$ cat src/rtl/vector_operand_fetch_if.sv
// Bus bundle for the vector operand fetch stage: issue handshake, register
// file read port, write-back commit and the operand bundle towards execute.
interface vector_operand_fetch_if #(
    parameter int VLEN           = 128,
    parameter int REG_ADDR_WIDTH = 5
);
    // issue side
    logic                      issue_valid;
    logic                      issue_ready;
    logic [REG_ADDR_WIDTH-1:0] issue_vs1_address;
    logic [REG_ADDR_WIDTH-1:0] issue_vs2_address;
    logic [REG_ADDR_WIDTH-1:0] issue_vd_address;
    logic                      issue_uses_vs1;
    logic                      issue_uses_vs2;
    logic                      issue_masked;
    logic                      issue_writes_vd;
    // register file read port
    logic                      vrf_read_enable;
    logic [REG_ADDR_WIDTH-1:0] vrf_read_address;
    logic [VLEN-1:0]           vrf_read_data;
    // write-back commit
    logic                      commit_valid;
    logic [REG_ADDR_WIDTH-1:0] commit_address;
    // operand bundle to execute
    logic                      operand_valid;
    logic                      operand_ready;
    logic [VLEN-1:0]           vs1;
    logic [VLEN-1:0]           vs2;
    logic [VLEN-1:0]           vd_old;
    logic [VLEN-1:0]           v0;
    logic [REG_ADDR_WIDTH-1:0] operand_vd_address;
    logic                      operand_writes_vd;

    // the fetch stage itself
    modport slave (
        input  issue_valid, issue_vs1_address, issue_vs2_address, issue_vd_address,
               issue_uses_vs1, issue_uses_vs2, issue_masked, issue_writes_vd,
               vrf_read_data, commit_valid, commit_address, operand_ready,
        output issue_ready, vrf_read_enable, vrf_read_address, operand_valid,
               vs1, vs2, vd_old, v0, operand_vd_address, operand_writes_vd
    );

    // the surrounding pipeline (issue, register file, write-back, execute)
    modport master (
        output issue_valid, issue_vs1_address, issue_vs2_address, issue_vd_address,
               issue_uses_vs1, issue_uses_vs2, issue_masked, issue_writes_vd,
               vrf_read_data, commit_valid, commit_address, operand_ready,
        input  issue_ready, vrf_read_enable, vrf_read_address, operand_valid,
               vs1, vs2, vd_old, v0, operand_vd_address, operand_writes_vd
    );
endinterface

$ cat src/rtl/vector_operand_fetch.sv
// Vector operand fetch: waits out read-after-write hazards against a pending
// write scoreboard, reads vs1/vs2/vd_old/v0 through the single synchronous
// register file port and hands one operand bundle per instruction to execute.
module vector_operand_fetch #(
    parameter int VLEN           = 128,
    parameter int REG_ADDR_WIDTH = 5
) (
    input logic             clock,
    input logic             reset,
    vector_operand_fetch_if.slave bus
);
    localparam int NUM_REGS = 2 ** REG_ADDR_WIDTH;

    typedef enum logic [2:0] {IDLE, HAZARD, READ, DRAIN, VALID} state_t;
    typedef enum logic [1:0] {OP_VS1, OP_VS2, OP_VD, OP_V0} op_t;

    state_t state, state_next;
    op_t    read_index, read_index_next, capture_index, first_index, following_index;
    logic   capture_pending, last_read, hazard, accept, retire;

    logic [REG_ADDR_WIDTH-1:0] vs1_address, vs2_address, vd_address, current_address;
    logic                      uses_vs1, uses_vs2, masked, writes_vd;
    logic [NUM_REGS-1:0]       scoreboard, scoreboard_next;
    logic [VLEN-1:0]           vs1_q, vs2_q, vd_old_q, v0_q;

    logic                      issue_ready_c, read_enable_c, operand_valid_c;
    logic [REG_ADDR_WIDTH-1:0] read_address_c;

    // Hazard detection and read sequencing over the latched instruction.
    always_comb begin
        hazard = (uses_vs1 && scoreboard[vs1_address]) ||
                 (uses_vs2 && scoreboard[vs2_address]) ||
                 scoreboard[vd_address] ||
                 (masked && scoreboard[0]);
        first_index = uses_vs1 ? OP_VS1 : (uses_vs2 ? OP_VS2 : OP_VD);
        following_index = OP_VD;
        last_read = 1'b0;
        current_address = '0;
        case (read_index)
            OP_VS1: begin
                following_index = uses_vs2 ? OP_VS2 : OP_VD;
                current_address = vs1_address;
            end
            OP_VS2: begin
                following_index = OP_VD;
                current_address = vs2_address;
            end
            OP_VD: begin
                following_index = OP_V0;
                last_read = !masked;
                current_address = vd_address;
            end
            OP_V0: begin
                following_index = OP_V0;
                last_read = 1'b1;
                current_address = '0;
            end
            default: ;
        endcase
    end

    // FSM next state and outputs.
    // NOTE: every signal written here gets a default first, so no path leaves
    // it unassigned and no latch is inferred.
    always_comb begin
        state_next      = state;
        read_index_next = read_index;
        issue_ready_c   = 1'b0;
        read_enable_c   = 1'b0;
        read_address_c  = '0;
        operand_valid_c = 1'b0;
        accept          = 1'b0;
        retire          = 1'b0;
        case (state)
            IDLE: begin
                issue_ready_c = 1'b1;
                if (bus.issue_valid) begin
                    accept     = 1'b1;
                    state_next = HAZARD;
                end
            end
            HAZARD: begin
                if (!hazard) begin
                    state_next      = READ;
                    read_index_next = first_index;
                end
            end
            READ: begin
                read_enable_c  = 1'b1;
                read_address_c = current_address;
                if (last_read) state_next = DRAIN;
                else           read_index_next = following_index;
            end
            DRAIN: state_next = VALID;
            VALID: begin
                operand_valid_c = 1'b1;
                if (bus.operand_ready) begin
                    retire     = 1'b1;
                    state_next = IDLE;
                end
            end
            default: state_next = IDLE;
        endcase
    end

    // Scoreboard update: commit clears, a retiring writer sets; set wins.
    always_comb begin
        scoreboard_next = scoreboard;
        if (bus.commit_valid) scoreboard_next[bus.commit_address] = 1'b0;
        if (retire && writes_vd) scoreboard_next[vd_address] = 1'b1;
    end

    // State, read index and the one-cycle-delayed capture tag.
    // NOTE: sequential state uses non-blocking assignments so every flop
    // samples the pre-edge value regardless of block ordering.
    always_ff @(posedge clock or posedge reset) begin
        if (reset) begin
            state           <= IDLE;
            read_index      <= OP_VS1;
            capture_index   <= OP_VS1;
            capture_pending <= 1'b0;
        end else begin
            state           <= state_next;
            read_index      <= read_index_next;
            capture_index   <= read_index;
            capture_pending <= read_enable_c;
        end
    end

    // Latch the instruction fields on the issue handshake.
    always_ff @(posedge clock or posedge reset) begin
        if (reset) begin
            vs1_address <= '0;
            vs2_address <= '0;
            vd_address  <= '0;
            uses_vs1    <= 1'b0;
            uses_vs2    <= 1'b0;
            masked      <= 1'b0;
            writes_vd   <= 1'b0;
        end else if (accept) begin
            vs1_address <= bus.issue_vs1_address;
            vs2_address <= bus.issue_vs2_address;
            vd_address  <= bus.issue_vd_address;
            uses_vs1    <= bus.issue_uses_vs1;
            uses_vs2    <= bus.issue_uses_vs2;
            masked      <= bus.issue_masked;
            writes_vd   <= bus.issue_writes_vd;
        end
    end

    // Operand slots: cleared on issue, filled one cycle after each read.
    always_ff @(posedge clock or posedge reset) begin
        if (reset) begin
            vs1_q    <= '0;
            vs2_q    <= '0;
            vd_old_q <= '0;
            v0_q     <= '0;
        end else if (accept) begin
            vs1_q    <= '0;
            vs2_q    <= '0;
            vd_old_q <= '0;
            v0_q     <= '0;
        end else if (capture_pending) begin
            case (capture_index)
                OP_VS1:  vs1_q    <= bus.vrf_read_data;
                OP_VS2:  vs2_q    <= bus.vrf_read_data;
                OP_VD:   vd_old_q <= bus.vrf_read_data;
                OP_V0:   v0_q     <= bus.vrf_read_data;
                default: ;
            endcase
        end
    end

    // Pending-write scoreboard register.
    always_ff @(posedge clock or posedge reset) begin
        if (reset) scoreboard <= '0;
        else       scoreboard <= scoreboard_next;
    end

    assign bus.issue_ready        = issue_ready_c;
    assign bus.vrf_read_enable    = read_enable_c;
    assign bus.vrf_read_address   = read_address_c;
    assign bus.operand_valid      = operand_valid_c;
    assign bus.vs1                = vs1_q;
    assign bus.vs2                = vs2_q;
    assign bus.vd_old             = vd_old_q;
    assign bus.v0                 = v0_q;
    assign bus.operand_vd_address = vd_address;
    assign bus.operand_writes_vd  = writes_vd;
endmodule

$ cat src/flat_wrapper.sv
// flat-port wrapper written by rule: the top's interface ports become plain ports
module vector_operand_fetch_flat 
#(
    parameter int VLEN           = 128,
    parameter int REG_ADDR_WIDTH = 5
)
  (clock, reset, bus_issue_valid, bus_issue_vs1_address, bus_issue_vs2_address, bus_issue_vd_address, bus_issue_uses_vs1, bus_issue_uses_vs2, bus_issue_masked, bus_issue_writes_vd, bus_vrf_read_data, bus_commit_valid, bus_commit_address, bus_operand_ready, bus_issue_ready, bus_vrf_read_enable, bus_vrf_read_address, bus_operand_valid, bus_vs1, bus_vs2, bus_vd_old, bus_v0, bus_operand_vd_address, bus_operand_writes_vd);
  vector_operand_fetch_if #(.VLEN(VLEN), .REG_ADDR_WIDTH(REG_ADDR_WIDTH)) bus_i ();
  input logic clock;
  input logic reset;
  input wire logic [$bits(bus_i.issue_valid)-1:0] bus_issue_valid;
  input wire logic [$bits(bus_i.issue_vs1_address)-1:0] bus_issue_vs1_address;
  input wire logic [$bits(bus_i.issue_vs2_address)-1:0] bus_issue_vs2_address;
  input wire logic [$bits(bus_i.issue_vd_address)-1:0] bus_issue_vd_address;
  input wire logic [$bits(bus_i.issue_uses_vs1)-1:0] bus_issue_uses_vs1;
  input wire logic [$bits(bus_i.issue_uses_vs2)-1:0] bus_issue_uses_vs2;
  input wire logic [$bits(bus_i.issue_masked)-1:0] bus_issue_masked;
  input wire logic [$bits(bus_i.issue_writes_vd)-1:0] bus_issue_writes_vd;
  input wire logic [$bits(bus_i.vrf_read_data)-1:0] bus_vrf_read_data;
  input wire logic [$bits(bus_i.commit_valid)-1:0] bus_commit_valid;
  input wire logic [$bits(bus_i.commit_address)-1:0] bus_commit_address;
  input wire logic [$bits(bus_i.operand_ready)-1:0] bus_operand_ready;
  output wire logic [$bits(bus_i.issue_ready)-1:0] bus_issue_ready;
  output wire logic [$bits(bus_i.vrf_read_enable)-1:0] bus_vrf_read_enable;
  output wire logic [$bits(bus_i.vrf_read_address)-1:0] bus_vrf_read_address;
  output wire logic [$bits(bus_i.operand_valid)-1:0] bus_operand_valid;
  output wire logic [$bits(bus_i.vs1)-1:0] bus_vs1;
  output wire logic [$bits(bus_i.vs2)-1:0] bus_vs2;
  output wire logic [$bits(bus_i.vd_old)-1:0] bus_vd_old;
  output wire logic [$bits(bus_i.v0)-1:0] bus_v0;
  output wire logic [$bits(bus_i.operand_vd_address)-1:0] bus_operand_vd_address;
  output wire logic [$bits(bus_i.operand_writes_vd)-1:0] bus_operand_writes_vd;
  assign bus_i.issue_valid = bus_issue_valid;
  assign bus_i.issue_vs1_address = bus_issue_vs1_address;
  assign bus_i.issue_vs2_address = bus_issue_vs2_address;
  assign bus_i.issue_vd_address = bus_issue_vd_address;
  assign bus_i.issue_uses_vs1 = bus_issue_uses_vs1;
  assign bus_i.issue_uses_vs2 = bus_issue_uses_vs2;
  assign bus_i.issue_masked = bus_issue_masked;
  assign bus_i.issue_writes_vd = bus_issue_writes_vd;
  assign bus_i.vrf_read_data = bus_vrf_read_data;
  assign bus_i.commit_valid = bus_commit_valid;
  assign bus_i.commit_address = bus_commit_address;
  assign bus_i.operand_ready = bus_operand_ready;
  assign bus_issue_ready = bus_i.issue_ready;
  assign bus_vrf_read_enable = bus_i.vrf_read_enable;
  assign bus_vrf_read_address = bus_i.vrf_read_address;
  assign bus_operand_valid = bus_i.operand_valid;
  assign bus_vs1 = bus_i.vs1;
  assign bus_vs2 = bus_i.vs2;
  assign bus_vd_old = bus_i.vd_old;
  assign bus_v0 = bus_i.v0;
  assign bus_operand_vd_address = bus_i.operand_vd_address;
  assign bus_operand_writes_vd = bus_i.operand_writes_vd;
  vector_operand_fetch #(.VLEN(VLEN), .REG_ADDR_WIDTH(REG_ADDR_WIDTH)) u_core (.clock(clock), .reset(reset), .bus(bus_i));
endmodule
$ cat config.mk
export PLATFORM = sky130hd
export DESIGN_NAME = vector_operand_fetch_flat
export DESIGN_NICKNAME = d
export VERILOG_FILES = /design/src/rtl/vector_operand_fetch_if.sv /design/src/rtl/vector_operand_fetch.sv /design/src/flat_wrapper.sv
export SDC_FILE = /design/constraint.sdc
export NUM_CORES = 1
export LEC_CHECK = 0
export ABC_CLOCK_PERIOD_IN_PS = 21700
export CORE_MARGIN = 10
export CORE_UTILIZATION = 36
export DETAILED_ROUTE_END_ITERATION = 12
export PLACE_DENSITY = 0.7
export SLEW_MARGIN = 15
export SYNTH_ARGS = -nofsm -noshare
export SYNTH_HDL_FRONTEND = slang
export SYNTH_SLANG_ARGS = --single-unit
$ cat constraint.sdc
create_clock -name clock -period 21.7 [get_ports clock]
set_clock_uncertainty 0.05 [all_clocks]
set_input_delay 4.34 -clock clock [delete_from_list [all_inputs] [get_ports clock]]
set_output_delay 4.34 -clock clock [all_outputs]
set_load 0.1 [all_outputs]
# Yosys cells after proc, flatten, opt, wreduce, memory -nomap -nowiden
# Cells that the tools add are included.
dict set report word_totals {
  ff_bits 571
  inputBits 157
}
dict set report classes {
  n_eq_ne 15
  n_bitwise 3
  n_mux 45
  order_cmp 6
  n_reduce_logical 26
}
# operator count
set op_table {}
lappend op_table {{two-way mux 128 bit} 12}
lappend op_table {{two-way mux 32 bit} 2}
lappend op_table {{bitwise AND 32 bit} 1}
lappend op_table {{inverter 32 bit} 1}
lappend op_table {{OR 32 bit} 1}
lappend op_table {{less-than comparator 5 x 6 -> 1 bit, second input constant} 4}
lappend op_table {{case mux 5 bit (4 select lines)} 1}
lappend op_table {{binary-select mux 1 bit (select 5 bit)} 3}
lappend op_table {{case mux 3 bit (5 select lines)} 1}
lappend op_table {{two-way mux 1 bit} 12}
lappend op_table {{two-way mux 3 bit} 4}
lappend op_table {{nonzero test 2 bit} 6}
lappend op_table {{demux 1 bit (select 5 bit)} 2}
lappend op_table {{greater-or-equal comparator 5 x 1 -> 1 bit, second input constant} 2}
lappend op_table {{== test 2 bit, second input constant} 4}
lappend op_table {{two-way mux 2 bit} 4}
lappend op_table {{inequality test 2 bit, second input constant} 4}
lappend op_table {{AND reduction 2 bit} 4}
lappend op_table {{== test 3 x 2 -> 1 bit, second input constant} 2}
lappend op_table {{logical AND 1 bit} 6}
lappend op_table {{case mux 2 bit (3 select lines)} 1}
lappend op_table {{two-way mux 5 bit} 1}
lappend op_table {{== test 2 x 1 -> 1 bit, second input constant} 2}
lappend op_table {{zero test 2 bit} 2}
lappend op_table {{other kinds (11)} 13}

# Depth between registers and ports, before layout
# Gate-level depths: netlist of run 1.
dict set report depth {
  ltp_word 9
  mapped_depth 8
}

# Worst setup path after synthesis of run 1
# OpenSTA, ideal clock, no wires.
dict set report synth_timing {
  path_type {reg2out}
  startpoint {register u_core.vd_address[1] (netlist: u_core.bus.operand_vd_address[1])}
  endpoint {output port bus_vrf_read_address[1]}
  path_buffers 1
  path_slack_ns 14.628
  stages_incl_launch_ff 4
  arrival_time_ns 2.682
  path_cell_list {dfrtp_1 clkbuf_1 a21oi_1 nor2_1}
}
dict set report synth_between {
  elab_chain_len 2
}
# item line_no
set synth_lines {}
lappend synth_lines {{from (decl)} vector_operand_fetch.sv:21} ;# logic [REG_ADDR_WIDTH-1:0] vs1_address, vs2_address, vd_address, current_address;
lappend synth_lines {{from (signal assigned)} vector_operand_fetch.sv:143} ;# vd_address <= bus.issue_vd_address;
lappend synth_lines {{case mux 5 bit (4 select lines)} vector_operand_fetch.sv:39} ;# case (read_index)
lappend synth_lines {{two-way mux 5 bit} vector_operand_fetch.sv:74} ;# case (state)
lappend synth_lines {{to (decl)} flat_wrapper.sv:25} ;# output wire logic [$bits(bus_i.vrf_read_address)-1:0] bus_vrf_read_address;
# Every way passes these cells.

# Worst setup path after layout of run 1
dict set report layout_timing {
  startpoint {register u_core.state[0]}
  endpoint {output port bus_vrf_read_enable}
}
dict set report layout_between {
  elab_chain_len 2
}
# item line_no
set layout_lines {}
lappend layout_lines {{from (decl)} vector_operand_fetch.sv:17} ;# state_t state, state_next;
lappend layout_lines {{from (signal assigned)} vector_operand_fetch.sv:123} ;# state <= state_next;
lappend layout_lines {{== test 3 x 2 -> 1 bit} vector_operand_fetch.sv:74}
lappend layout_lines {{two-way mux 1 bit} vector_operand_fetch.sv:74}
lappend layout_lines {{to (decl)} flat_wrapper.sv:24} ;# output wire logic [$bits(bus_i.vrf_read_enable)-1:0] bus_vrf_read_enable;
# Every way passes these cells.

==> key figures, run 1 <==
Clocking
  • Clock sinks: 571
  • Worst-skew pair later-pin latency: 620 ps
  • CTS Buf Count: 61
  • Clock transition at the registers of the reported paths: 70 ps
  • H-tree levels: 2
  • CTS Root Cell: clkbuf_16
  • Clock Path Buffers: 3
  • CTS tree: yes
  • CTS Hold Bufs: 0
  • Cts repair resizes: 0
  • Total setup buffers inserted after CTS: 0

STA
  • Highest Clock Rate: 133.9 MHz
  • Final setup viols: 0
  • Final Critical Period: 7470 ps
  • Hold Fails Final Rpt: 0
  • Hold WS: 467.5 ps
  • Pin slew with the least headroom to its limit: 1190 ps
  • Max-Slew Margin vs Limit: 0.2063
  • RSZ-0062 raised after global routing: false
  • Slew Viols, Final: 0
  • Final Cycle Share: 0.3443
  • Setup TNS Final: 0 ps

Routing
  • Vias: 20900
  • DRT Wirelength: 90.91 mm
  • DRC Markers: 0
  • Avg Vias per Cell: 5.154
  • DRT iter0 DRCs: 2092
  • Routed Antenna Nets: 0
  • Drt wl/cell: 22.42 µm
  • TritonRoute pass-1 iters: 5

Worst setup path
  • Crit path largest cell delay: 1180 ps
  • Startpoint Class: register
  • Critical Path Fanout Max: 9
  • CP endpoint kind: output pin
  • Critical Path AT: 3080 ps
  • Worst r2r src: u_core.state[1]
  • Critical path, cell by cell: or3b_2 -> inv_1 -> clkdlybuf4s50_1
  • CP max-delay cell: clkdlybuf4s50_1
  • CP startpoint: u_core.state[0]
  • Req. time, crit path: 17310 ps
  • WS Path Type: register to output pin

Finish
  • Fin cells: 4055
  • NumNets Final: 3302
  • Area Growth Syn to Fin: 40.59%
  • Final core utilization: 0.5105
  • Multi-input gate area: 8358 µm²
  • Reg area: 14290 µm²
  • Layout cell share with drive strength beyond 1: 0.04851
  • Layout fillers: 6044

Logic synthesis
  • Post-Synthesis Cells: 2566
  • Yosys top cell by area: dfrtp_1
  • Share of the synthesized area in the top cell type: 0.6115
  • Area contributors post-synth: dfrtp_1 61%, nand2_1 18%, a21oi_1 11%
  • Average size of a mapped cell: 9.106 µm²
  • Ys async rst share: 1.000
  • Synth Net Count: 2723
  • Seq/Total Area, Yosys: 0.6115
  • Top-count cell post-synth: nand2_1
  • Synth Register Bits: 571
  • Syn. warnings: 0
  • EDFF count, synth: 0
  • Synth Cell Area: 23360 µm²
  • Synth cell count leaders: 1091 x nand2_1, 571 x dfrtp_1, 518 x a21oi_1
  • Main synth FF type: dfrtp_1
  • Distinct cells, synth: 45

Floorplanning
  • Die Width: 274.8 µm
  • Rows: 93
  • Core Region: 64350 µm²
  • Die Span Y: 274.8 µm
  • IO Pins: 683
  • Die area: 75490 µm²
  • Starting density of the core: 0.3631

Flow run
  • MaxCap Viol Count: 0

Global route
  • Vias in the first global route: 20100
  • GR Util All Layers: 0.2290
  • Grt ovf: 0
  • First-pass GRT wire length: 132.7 mm
  • Largest net degree at the start of global routing: 223
  • Initial antenna violation count: 9

Power and ir drop
  • Leak: 13.74 nW
  • Pwr Total: 6.053 mW
  • Max IR drop VDD: 0.0001253 V
  • Cell area power density: 184.3 nW/µm²

Placed design
  • DP Wirelength: 61.27 mm
  • Cells after DPL: 3937
  • Port bufs: 682
  • GPL Wtd Cong: 0.8611

Min path
  • HP Start: u_core.bus.operand_writes_vd
  • Hold crit path type: register to register

Status
  • Status: finished, final reports clean
placed cells by master (no fill, tap or decap), types with 2 or more instances in the layout:
cell             synthesis  routed
or3b_2                   5       4
nand2_1               1091    1091
mux4_1                  15      15
mux2i_1                 14      14
bufinv_16                0       4
dfrtp_1                571     571
nand2b_1                 3       3
clkdlybuf4s50_1          0     680
nand3b_1                11      11
clkinvlp_4               0       2
or3_1                    2       2
mux4_2                   8       8
nor2b_1                  4       4
mux2_2                   2       2
clkbuf_1               169      10
and3_1                   3       2
a21oi_1                518     518
clkinv_2                 0      13
nor3_1                   2       2
inv_1                    7       6
diode_2                  0       5
clkbuf_16                0      61
clkinv_4                 0       3
o22ai_1                  3       3
inv_6                    0       3
clkbuf_8                 0      16
buf_4                    0      20
inv_8                    0       2
o21ai_0                 68      68
buf_12                   0       4
nor2_1                  20      19
nand3_1                  9       8
routing by layer:
| metal | GRT usage | vias to the layer above | part of all wire |
|---|---|---|---|
| li1 | - | 9558 | - |
| met1 | 0.2840 | 10270 | 0.38 |
| met2 | 0.3687 | 892 | 0.48 |
| met3 | 0.06929 | 175 | 0.093 |
| met4 | 0.09326 | 6 | 0.041 |
| met5 | 0 | - | 0.00034 |
layout make-up:
type                       count  area share
sequential                   571      0.4350
clock buffer                  87     0.05432
multi-input combinational   1800      0.2544
timing repair buffer         704      0.2142
antenna                        5   0.0003809
inverter                       7    0.001028
clock inverter                26    0.008037
tap                          855     0.03257
worst max-delay path, delay by kind of cell, from the launching register on:
kind	cells	cell delay [ps]
simple gates	1	630
flops	1	480
buf+inv	2	1350
per-stage QoR:
step / area (µm²) / worst slack (ps)
floorplan: 23360 / 1337
detailed placement: 30790 / 13540
finish: 32850 / 14230
CTS: 32840 / 14190
global placement: 30790 / 13520
global route: 32850 / 13780
worst paths after layout:
kind	end	cells past startpoint	slack [ps]
max reg2reg	u_core.bus.v0[30]	4	18270
max in group asynchronous	u_core.bus.vs1[31]	5	14300
min in group asynchronous	u_core.bus.vs1[2]	2	4190
min reg2reg	u_core.bus.operand_writes_vd	2	470
max	bus_vrf_read_enable	3	14230
min	u_core.bus.operand_writes_vd	2	470
power by group:
| part | switching [mW] | internal, mW | leakage [nW] | total, mW |
|---|---|---|---|---|
| clock | 0.447 | 0.619 | 1.02 | 1.07 |
| combinational | 2.72 | 0.696 | 4.91 | 3.41 |
| sequential | 0.222 | 1.35 | 7.81 | 1.58 |
state kept, by name, indices dropped and copies added, names as in the netlist:
name	cells
u_core.scoreboard	32
u_core.vs1_address	5
u_core.bus.vd_old	128
u_core.masked	1
u_core.bus.v0	128
u_core.uses_vs2	1
u_core.vs2_address	5
u_core.state	3
u_core.capture_index	2
u_core.capture_pending	1
u_core.uses_vs1	1
u_core.read_index	2
u_core.bus.operand_writes_vd	1
u_core.bus.vs1	128
u_core.bus.vs2	128
u_core.bus.operand_vd_address	5
logic make-up after synthesis:
kind of cell           share of synthesized area
buffers and inverters                    0.03267
AND/OR/NAND/NOR                           0.1934
multiplexers                             0.03154
flip-flops                                0.6115
AO/OA/AOI/OAI                             0.1309
No activity file was read; power rests on OpenSTA's default activity.
==> inputs of run 2 (changes only) <==
--- a/config.mk
+++ b/config.mk
@@ -5,11 +5,11 @@
 export SDC_FILE = /design/constraint.sdc
 export NUM_CORES = 1
 export LEC_CHECK = 0
-export ABC_CLOCK_PERIOD_IN_PS = 21700
+export ABC_CLOCK_PERIOD_IN_PS = 6800
 export CORE_MARGIN = 10
 export CORE_UTILIZATION = 36
 export DETAILED_ROUTE_END_ITERATION = 12
-export PLACE_DENSITY = 0.7
+export PLACE_DENSITY = 0.72
 export SLEW_MARGIN = 15
 export SYNTH_ARGS = -nofsm -noshare
 export SYNTH_HDL_FRONTEND = slang
==> constraint.sdc (replaced) <==
create_clock -name clock -period 6.8 [get_ports clock]
set_clock_uncertainty 0.05 [all_clocks]
set_input_delay 1.36 -clock clock [delete_from_list [all_inputs] [get_ports clock]]
set_output_delay 1.36 -clock clock [all_outputs]
set_load 0.1 [all_outputs]
==> run 2 against run 1 <==
  * Worst hold slack about the same
  * Non-clock buffer count up 7
  * Combinational power rose to 3.2 times the previous value
  * Via count up 0.99%
  * Global-route usage fell by 0.18 points
  * Design area down 0.11%
  * Largest cell class unchanged
==> key figures, run 2 (synthesized netlist as in run 1, its figures left out) <==
Status
  • Status: finished, final reports clean (unchanged)

Clocking
  • Total setup buffers inserted after CTS: 0 (unchanged)
  • CTS Buf Count: 61 (unchanged)
  • Worst-skew pair later-pin latency: 620 ps (about the same)
  • CTS Root Cell: clkbuf_16 (unchanged)
  • CTS Hold Bufs: 0 (unchanged)
  • Clock Path Buffers: 3 (unchanged)
  • Clock sinks: 571 (unchanged)
  • Clock transition at the registers of the reported paths: 60 ps (was 70 ps)
  • CTS tree: yes (unchanged)
  • H-tree levels: 2 (unchanged)
  • Cts repair resizes: 0 (unchanged)

STA
  • Final Critical Period: 4418 ps
  • Highest Clock Rate: 226.3 MHz
  • Hold Fails Final Rpt: 0 (unchanged)
  • Hold WS: 467.6 ps (was 467.5 ps)
  • Final Cycle Share: 0.6497
  • Max-Slew Margin vs Limit: 0.1464 (was 0.2063)
  • Slew Viols, Final: 0 (unchanged)
  • Final setup viols: 0 (unchanged)
  • RSZ-0062 raised after global routing: false (unchanged)
  • Pin slew with the least headroom to its limit: 1280 ps (was 1190 ps)
  • Final worst slack: 2382 ps (was 14230 ps)

Routing
  • Routed Antenna Nets: 0 (unchanged)
  • DRT iter0 DRCs: 1959 (was 2092)
  • DRT Wirelength: 90.42 mm (was 90.91 mm)
  • DRC Markers: 0 (unchanged)
  • Drt wl/cell: 22.32 µm (was 22.42 µm)
  • Vias: 21100 (was 20900)
  • TritonRoute pass-1 iters: 7 (was 5)
  • Avg Vias per Cell: 5.210 (was 5.154)

Finish
  • Layout fillers: 5949 (was 6044)
  • NumNets Final: 3309 (was 3302)
  • Area Growth Syn to Fin: 40.43% (was 40.59%)
  • Design Area, Final: 32810 µm² (was 32850 µm²)
  • Most common cell after layout, fill and taps aside: nand2_1 (unchanged)
  • Multi-input gate area: 8358 µm² (unchanged)
  • Layout cell share with drive strength beyond 1: 0.04672 (was 0.04851)
  • Reg area: 14290 µm² (unchanged)
  • Commonest cells after routing, fill and taps aside: 1091 x nand2_1, 680 x clkdlybuf4s50_1, 571 x dfrtp_1 (unchanged)

Worst setup path
  • Startpoint Class: register (unchanged)
  • Critical path, cell by cell: or3b_2 -> inv_1 -> clkdlybuf4s50_1 (unchanged)
  • Crit path largest cell delay: 1160 ps (was 1180 ps)
  • CP max-delay cell: clkdlybuf4s50_1 (unchanged)
  • Critical Path Fanout Max: 9 (unchanged)
  • WS Path Type: register to output pin (unchanged)
  • Req. time, crit path: 5390 ps (was 17310 ps)
  • CP endpoint kind: output pin (unchanged)
  • Critical Path AT: 3010 ps (was 3080 ps)

Placed design
  • GPL Wtd Cong: 0.8589 (was 0.8611)
  • Place WS: 3019 ps (was 13540 ps)
  • Area after DPL: 30850 µm² (was 30790 µm²)
  • DP Wirelength: 61.70 mm (was 61.27 mm)
  • Port bufs: 682 (unchanged)

Floorplanning
  • Core Region: 64350 µm² (unchanged)
  • Starting density of the core: 0.3631 (unchanged)
  • Die Span Y: 274.8 µm (unchanged)
  • Die Width: 274.8 µm (unchanged)
  • Die area: 75490 µm² (unchanged)
  • Rows: 93 (unchanged)
  • IO Pins: 683 (unchanged)

Global route
  • Vias in the first global route: 20280 (was 20100)
  • First-pass GRT wire length: 132.1 mm (was 132.7 mm)
  • GR Util All Layers: 0.2272 (was 0.2290)
  • Grt ovf: 0 (unchanged)
  • Initial antenna violation count: 9 (unchanged)
  • Largest net degree at the start of global routing: 223 (unchanged)

Flow run
  • MaxCap Viol Count: 0 (unchanged)

Power and ir drop
  • Max IR drop VDD: 0.0004869 V (was 0.0001253 V)
  • Cell area power density: 586.3 nW/µm² (was 184.3 nW/µm²)
  • Leak: 13.72 nW (was 13.74 nW)

Min path
  • Hold crit path type: register to register (unchanged)
-- run 2: through the flow --
step	setup TNS [ps]	power, mW	instances	utilization
2_1_floorplan	-1363310	13.07	2566	-
3_3_place_gp	0	15.91	3944	0.4794
3_5_place_dp	0	15.99	3944	0.4794
4_1_cts	0	19.32	4044	0.5096
5_1_grt	0	19.92	4049	0.5098
6_report	0	19.24	4051	0.5099
-- run 2: cell type report --
class                      count  share of cell area
clock inverter                19            0.007398
tap                          855             0.03261
multi-input combinational   1800              0.2547
antenna                        7           0.0005339
timing repair buffer         711              0.2165
inverter                       7           0.0009152
clock buffer                  81             0.05186
sequential                   571              0.4355
-- run 2: layer usage --
| metal | track usage | vias to the layer above | wire, µm | part of all wire |
|---|---|---|---|---|
| li1 | - | 9556 | - | - |
| met1 | 0.2804 | 10430 | 34450 | 0.38 |
| met2 | 0.3609 | 925 | 42820 | 0.47 |
| met3 | 0.06920 | 189 | 8621 | 0.095 |
| met4 | 0.1067 | 4 | 4506 | 0.050 |
| met5 | 0 | - | 29 | 0.00032 |
-- run 2: power by group --
part           switching, mW  internal [mW]  total (mW)
Sequential             0.698           4.32        5.02
Combinational           8.68           2.23        10.9
Clock                   1.41           1.90        3.30
-- run 2: path summary, 6_finish.rpt --
check / start / endpoint / slack [ps] / cells past startpoint
max: u_core.state[0] / bus_vrf_read_enable / 2380 / 3
min: u_core.bus.v0[82] / u_core.bus.v0[82] / 470 / 2
max reg2reg: u_core.capture_pending / u_core.bus.vs2[98] / 3990 / 5
min reg2reg: u_core.bus.v0[82] / u_core.bus.v0[82] / 470 / 2
max in group asynchronous: reset / u_core.bus.vs2[61] / 4180 / 4
min in group asynchronous: reset / u_core.bus.vs1[1] / 1370 / 3
-- run 2: critical path: cells and delay by family (launching register included) --
kind,cells,cell delay (ps)
buffers and inverters,2,1330
flip-flops,1,460
AND/OR/NAND/NOR,1,590
